==> config.mk <==
export PLATFORM = sky130hd
export DESIGN_NAME = scr1_pipe_mprf_sb
export DESIGN_NICKNAME = d
export VERILOG_FILES = /design/src/rtl/scr1_mprf_pkg.sv /design/src/rtl/scr1_mprf_wsel.sv /design/src/rtl/scr1_pipe_mprf_sb.sv
export SDC_FILE = /design/constraint.sdc
export NUM_CORES = 2
export LEC_CHECK = 0
export ABC_CLOCK_PERIOD_IN_PS = 9300
export BUFFER_PORTS_ARGS = -buffer_cell sky130_fd_sc_hd__buf_2
export CAP_MARGIN = 20
export CORE_UTILIZATION = 50
export CTS_BUF_LIST = sky130_fd_sc_hd__clkbuf_8 sky130_fd_sc_hd__clkbuf_16
export DETAILED_ROUTE_END_ITERATION = 10
export PLACE_DENSITY = 0.67
export REMOVE_ABC_BUFFERS = 1
export SYNTH_ARGS = -nofsm -noshare
export SYNTH_HDL_FRONTEND = slang
export SYNTH_SLANG_ARGS = --single-unit
==> constraint.sdc <==
create_clock -name clk -period 9.3 [get_ports clk]
set_input_delay 2.325 -clock clk [delete_from_list [all_inputs] [get_ports clk]]
set_output_delay 2.325 -clock clk [all_outputs]
set_load 0.05 [all_outputs]
==> src/rtl/scr1_mprf_pkg.sv <==
// Shared constants, port payload types and the highest-index write-match helper
// for the multi-port register file with pending-write scoreboard.
package scr1_mprf_pkg;

    localparam int unsigned MPRF_XLEN    = 32;
    localparam int unsigned MPRF_DEPTH   = 32;
    localparam int unsigned MPRF_NRD     = 2;
    localparam int unsigned MPRF_NWR     = 2;
    localparam int unsigned MPRF_AW      = $clog2(MPRF_DEPTH);
    localparam int unsigned MPRF_NWR_MAX = 3;
    localparam int unsigned MPRF_PIW     = 2;

    typedef logic [MPRF_NRD-1:0][MPRF_AW-1:0]   mprf_rd_addr_t;
    typedef logic [MPRF_NRD-1:0][MPRF_XLEN-1:0] mprf_rd_data_t;
    typedef logic [MPRF_NWR-1:0][MPRF_AW-1:0]   mprf_wr_addr_t;
    typedef logic [MPRF_NWR-1:0][MPRF_XLEN-1:0] mprf_wr_data_t;

    typedef struct packed {
        logic                vld;
        logic [MPRF_PIW-1:0] idx;
    } mprf_wsel_t;

    // Later ports override earlier ones, so the highest matching index wins
    function automatic mprf_wsel_t mprf_hi_match(input logic [MPRF_NWR_MAX-1:0] hit);
        mprf_wsel_t res;
        res = '0;
        for (int unsigned p = 0; p < MPRF_NWR_MAX; p++) begin
            if (hit[p]) begin
                res.vld = 1'b1;
                res.idx = MPRF_PIW'(p);
            end
        end
        return res;
    endfunction

endpackage

==> src/rtl/scr1_mprf_wsel.sv <==
// Per-register priority write decoder: collapses NWR write ports into one
// write enable and one selected data word per architectural register.
module scr1_mprf_wsel
    import scr1_mprf_pkg::*;
#(
    parameter int unsigned XLEN  = MPRF_XLEN,
    parameter int unsigned DEPTH = MPRF_DEPTH,
    parameter int unsigned NWR   = MPRF_NWR,
    parameter int unsigned AW    = $clog2(DEPTH)
)(
    input  logic [NWR-1:0]              wr_req_i,
    input  logic [NWR-1:0][AW-1:0]      wr_addr_i,
    input  logic [NWR-1:0][XLEN-1:0]    wr_data_i,
    output logic [DEPTH-1:0]            we_o,
    output logic [DEPTH-1:0][XLEN-1:0]  wdata_o
);

    logic [MPRF_NWR_MAX-1:0] w_hit;
    mprf_wsel_t              w_sel;

    always_comb begin
        we_o    = '0;
        wdata_o = '0;
        w_hit   = '0;
        w_sel   = '0;
        for (int unsigned r = 0; r < DEPTH; r++) begin
            w_hit = '0;
            for (int unsigned p = 0; p < NWR; p++) begin
                w_hit[p] = wr_req_i[p] && (wr_addr_i[p] == AW'(r));
            end
            w_sel    = mprf_hi_match(w_hit);
            we_o[r]  = w_sel.vld;
            for (int unsigned p = 0; p < NWR; p++) begin
                if (w_sel.idx == MPRF_PIW'(p)) begin
                    wdata_o[r] = wr_data_i[p];
                end
            end
        end
    end

endmodule

==> src/rtl/scr1_pipe_mprf_sb.sv <==
// Multi-port integer register file with pending-write scoreboard.
// Optional write-to-read bypass enabled by defining SCR1_MPRF_BYPASS_EN.
module scr1_pipe_mprf_sb
    import scr1_mprf_pkg::*;
#(
    parameter int unsigned XLEN     = MPRF_XLEN,
    parameter int unsigned DEPTH    = MPRF_DEPTH,
    parameter int unsigned NRD      = MPRF_NRD,
    parameter int unsigned NWR      = MPRF_NWR,
    parameter bit          ZERO_REG = 1'b1,
    parameter int unsigned AW       = $clog2(DEPTH)
)(
    input  logic                       clk,
    input  logic                       rst_n,
    input  logic [NRD-1:0][AW-1:0]     rd_addr_i,
    output logic [NRD-1:0][XLEN-1:0]   rd_data_o,
    output logic [NRD-1:0]             rd_busy_o,
    input  logic [NWR-1:0]             wr_req_i,
    input  logic [NWR-1:0][AW-1:0]     wr_addr_i,
    input  logic [NWR-1:0][XLEN-1:0]   wr_data_i,
    input  logic                       rsv_req_i,
    input  logic [AW-1:0]              rsv_addr_i,
    output logic                       rsv_stall_o,
    output logic [AW:0]                pend_cnt_o
);

    localparam int unsigned CW = AW + 1;
    // Register 0 drops out of every update path when it is hardwired
    localparam logic [DEPTH-1:0] IMPL_MASK = {{(DEPTH-1){1'b1}}, ~ZERO_REG};

    logic [DEPTH-1:0][XLEN-1:0] r_regs;
    logic [DEPTH-1:0]           r_busy;
    logic [CW-1:0]              r_pend_cnt;

    logic [DEPTH-1:0]           w_we_raw;
    logic [DEPTH-1:0]           w_we;
    logic [DEPTH-1:0][XLEN-1:0] w_wdata;
    logic [DEPTH-1:0]           w_rsv_set;
    logic [DEPTH-1:0]           w_busy_nxt;
    logic [CW-1:0]              w_pend_nxt;

    scr1_mprf_wsel #(
        .XLEN  (XLEN),
        .DEPTH (DEPTH),
        .NWR   (NWR),
        .AW    (AW)
    ) u_wsel (
        .wr_req_i  (wr_req_i),
        .wr_addr_i (wr_addr_i),
        .wr_data_i (wr_data_i),
        .we_o      (w_we_raw),
        .wdata_o   (w_wdata)
    );

    assign w_we = w_we_raw & IMPL_MASK;

    // A same-cycle clearing write hands ownership straight to the new producer
    assign rsv_stall_o = rsv_req_i & r_busy[rsv_addr_i] & ~w_we[rsv_addr_i];

    always_comb begin
        w_rsv_set = '0;
        for (int unsigned r = 0; r < DEPTH; r++) begin
            w_rsv_set[r] = rsv_req_i && !rsv_stall_o && (rsv_addr_i == AW'(r)) && IMPL_MASK[r];
        end
    end

    assign w_busy_nxt = ((r_busy & ~w_we) | w_rsv_set) & IMPL_MASK;

    // Occupancy is the population of next-cycle busy bits: net of sets and clears
    always_comb begin
        w_pend_nxt = '0;
        for (int unsigned r = 0; r < DEPTH; r++) begin
            w_pend_nxt = w_pend_nxt + CW'(w_busy_nxt[r]);
        end
    end

    always_ff @(posedge clk or negedge rst_n) begin
        if (!rst_n) begin
            r_regs     <= '0;
            r_busy     <= '0;
            r_pend_cnt <= '0;
        end else begin
            for (int unsigned r = 0; r < DEPTH; r++) begin
                if (w_we[r]) begin
                    r_regs[r] <= w_wdata[r];
                end
            end
            r_busy     <= w_busy_nxt;
            r_pend_cnt <= w_pend_nxt;
        end
    end

    assign pend_cnt_o = r_pend_cnt;

    always_comb begin
        rd_data_o = '0;
        rd_busy_o = '0;
        for (int unsigned i = 0; i < NRD; i++) begin
            rd_data_o[i] = r_regs[rd_addr_i[i]];
            rd_busy_o[i] = r_busy[rd_addr_i[i]];
`ifdef SCR1_MPRF_BYPASS_EN
            if (w_we[rd_addr_i[i]]) begin
                rd_data_o[i] = w_wdata[rd_addr_i[i]];
                rd_busy_o[i] = w_rsv_set[rd_addr_i[i]];
            end
`endif
        end
    end

endmodule

==> results.json <==
{
  "rows": 132,
  "synth_cell_type_count": 71,
  "pwr-share-seq_pct": 38.9,
  "period_share_pct": 90.2,
  "yosys.area.top_type_share_pct": 39.4,
  "antenna_found_initial": 12,
  "vias_per_cell": 6.77,
  "synthTopCellsByCount": "dfrtp_1, mux2i_1, nand2_1",
  "switchingPower_mw": 5.66,
  "synth_fa_ha_area_share_pct": 0.838,
  "ctsResizeCount": 0,
  "pre_cts_ws_ns": 0.253,
  "worstHoldEndpoint": "r_regs[463]$_DFFE_PN0P_",
  "postLayoutCellArea_um2": 71400,
  "rsz0062_at_grt": "no",
  "grt.met3_usage_pct": 7.48,
  "wl_um": 236000,
  "synth_top_family_by_area": "multiplexers",
  "wl_per_cell_um": 31.6,
  "power_mw": 17.1,
  "met2_usage_pct": 55.1,
  "post_cts_buffers": 0,
  "synthToLayoutAreaGrowth_pct": 9.11,
  "clockRootBuffer": "clkbuf_16",
  "cp_max_fo": 12,
  "fill_cells": 10879,
  "setup.worst_path.class": "in -> reg",
  "postCtsHoldBufs": 0,
  "dpl.hpwl_um": 126000,
  "p_sw_share_pct": 33.2,
  "fin_skew_ns": 0.00866,
  "cts-buffers-inserted": 116,
  "hp-class": "reg -> reg",
  "ys_top_cells_by_area": "dfrtp_1, mux4_2, mux2i_1",
  "yosys.area.top_type": "dfrtp_1",
  "synthXorXnorAreaFrac_pct": 0.0669,
  "worstPathRequired_ns": 9.96,
  "layout_setup_ws_ns": 0.909,
  "min-delay-start": "r_regs[463]$_DFFE_PN0P_",
  "syn_area_um2": 65400,
  "muxShareOfSynthArea_pct": 37.7,
  "regArea_um2": 25700,
  "top_usage_layer": "met2",
  "clk_pin_slew_ns": 0.06,
  "grt_overflow": 0,
  "yosysWarningCount": 0,
  "worstReg2RegEnd": "pend_cnt_o[4]$_DFF_PN0_",
  "grt_start_max_net_pins": 158,
  "p_int_mw": 11.4,
  "p_leak_nw": 32.4,
  "async_flop_share_pct": 100,
  "startpoint_type": "input port",
  "num_vias": 50491,
  "synth_seq_cells": 1029,
  "power_frac_comb_pct": 32.1,
  "r2r_cells": 21,
  "ios": 167,
  "gp_routability_congestion": 0.926,
  "grt_util_all_layers_pct": 35.8,
  "final.setup.tns_ns": 0,
  "die_area_um2": 132000,
  "synth.most_common_cell": "dfrtp_1",
  "arrival_ns": 9.05,
  "clkLatencyLatePin_ns": 0.75,
  "status": "completed",
  "htree_levels": 3,
  "drv_slew": 0,
  "power_frac_clock_pct": 28.9,
  "cts_buffer_depth": 3,
  "ys_seq_area_share_pct": 39.4,
  "nets": 5735,
  "setup_viol": 0,
  "min_path_cells": 2,
  "cts_sinks": 1029,
  "drive_gt1_share_pct": 22.8,
  "slew_headroom_pct": 18.5,
  "finalHoldViolCount": 0,
  "min_period_ns": 8.39,
  "peakVddDrop_v": 0.000359,
  "cap_viol_max_count": 0,
  "synth_flop_cell": "dfrtp_1",
  "worst_slew_pin_slew_ns": 1.22,
  "portBuffers": 166,
  "r2r-start": "r_busy[8]$_DFF_PN0_",
  "end_kind": "flip-flop",
  "grt_pass1_vias": 49339,
  "die_y_um": 364,
  "tritoncts": "done",
  "dr.pass1.iters": 8,
  "met1_usage_pct": 48.0,
  "synth_compound_area_share_pct": 9.70,
  "yosys.area_share.simple_pct": 7.77,
  "r2r_slack_ns": 2.69,
  "final_util_pct": 55.0,
  "syn_area_per_cell_um2": 11.1,
  "multi_input_comb_area_um2": 37100,
  "synth_cells": 5900,
  "postPlaceCellArea_um2": 67300,
  "first_iter_violations": 6833,
  "power-per-cell-area_nw_per_um2": 239,
  "start_util_pct": 50.5,
  "die_x_um": 364,
  "ant_nets": 0,
  "grt_pass1_wl_um": 345000,
  "max_freq_ghz": 0.119,
  "synth-edff-count": 0,
  "core_um2": 130000,
  "post-route-drc-count": 0
}
==> worst max-delay path by stage <==
stage | cells after the start | start | slack (ns) | endpoint
floorplan | 21 | wr_addr_i[7] | -1.70 | pend_cnt_o[4]$_DFF_PN0_
global placement | 22 | wr_addr_i[0] | 0.33 | pend_cnt_o[4]$_DFF_PN0_
detailed placement | 22 | wr_addr_i[0] | 0.25 | pend_cnt_o[4]$_DFF_PN0_
CTS | 22 | wr_addr_i[0] | 1.04 | pend_cnt_o[4]$_DFF_PN0_
global route | 22 | rsv_addr_i[0] | 0.67 | pend_cnt_o[4]$_DFF_PN0_
finish | 22 | wr_addr_i[1] | 0.91 | pend_cnt_o[4]$_DFF_PN0_
==> flip-flops by register name, indices dropped and copies added (netlist names) <==
name        flops
r_regs        992
r_busy         31
pend_cnt_o      6
==> critical path, cell delays in order <==
cell	delay [ns]
buf_2	0.35
nand2b_1	0.39
o22ai_1	0.20
a211oi_1	0.28
nand4_1	0.16
nand3b_1	0.28
o21a_1	0.40
a32oi_1	0.44
fa_1	0.50
fa_1	0.49
inv_1	0.06
fa_1	0.55
fa_1	0.43
fa_1	0.51
fa_1	0.43
fa_1	0.40
inv_1	0.09
fa_1	0.21
inv_1	0.05
a21o_1	0.17
a21oi_1	0.17
xnor2_1	0.15
==> stage by stage <==
step | hold WS, ns | std cells
floorplan | 0.517 | 5195
global placement | 0.541 | 7235
detailed placement | 0.546 | 7235
CTS | 0.559 | 7449
global route | 0.577 | 7455
finish | 0.555 | 7455
==> kinds of logic after synthesis <==
family | Yosys count
buf+inv | 729
simple gates | 1263
fa+ha+maj | 30
flops | 1029
mux | 1693
xor+xnor | 5
compound gates | 1151
==> routing by layer <==
metal,vias up,wire length (um)
met2,3262,108000
met3,734,24000
li1,21064,-
met5,-,0
met1,25431,90200
met4,0,13800
==> power by group through the flow <==
stage	Sequential (mW)	Clock [mW]	Combinational (mW)
2_1_floorplan	6.38	0	4.04
3_5_place_dp	6.66	0	5.45
5_1_grt	6.78	5.13	5.99
4_1_cts	6.59	4.97	5.47
3_3_place_gp	6.57	0	5.29
6_report	6.65	4.94	5.49
==> placed cells by master, fill, tap and decap left out, drive strengths merged, types with 11 or more instances in the layout <==
cell type  instances
inv               46
a22o              70
and2              11
mux4             601
o21ai            517
nor3              15
nor2             523
dfrtp           1029
clkbuf           149
bufinv            13
a32o              16
fa                23
mux2             133
clkinv            22
nand2            643
buf              298
a21oi            456
a31oi             36
nor2b             11
mux2i            959
==> cell type report <==
type | count | share of cell area (%)
Multi-Input combinational cell | 4142 | 52.0
Sequential cell | 1029 | 36.1
Clock buffer | 149 | 4.74
Tap cell | 1742 | 3.05
Timing Repair Buffer | 298 | 3.05
Clock inverter | 65 | 0.973
Inverter | 24 | 0.126
Antenna cell | 6 | 0.0210
Note: power is estimated with default switching activity, not from simulation.
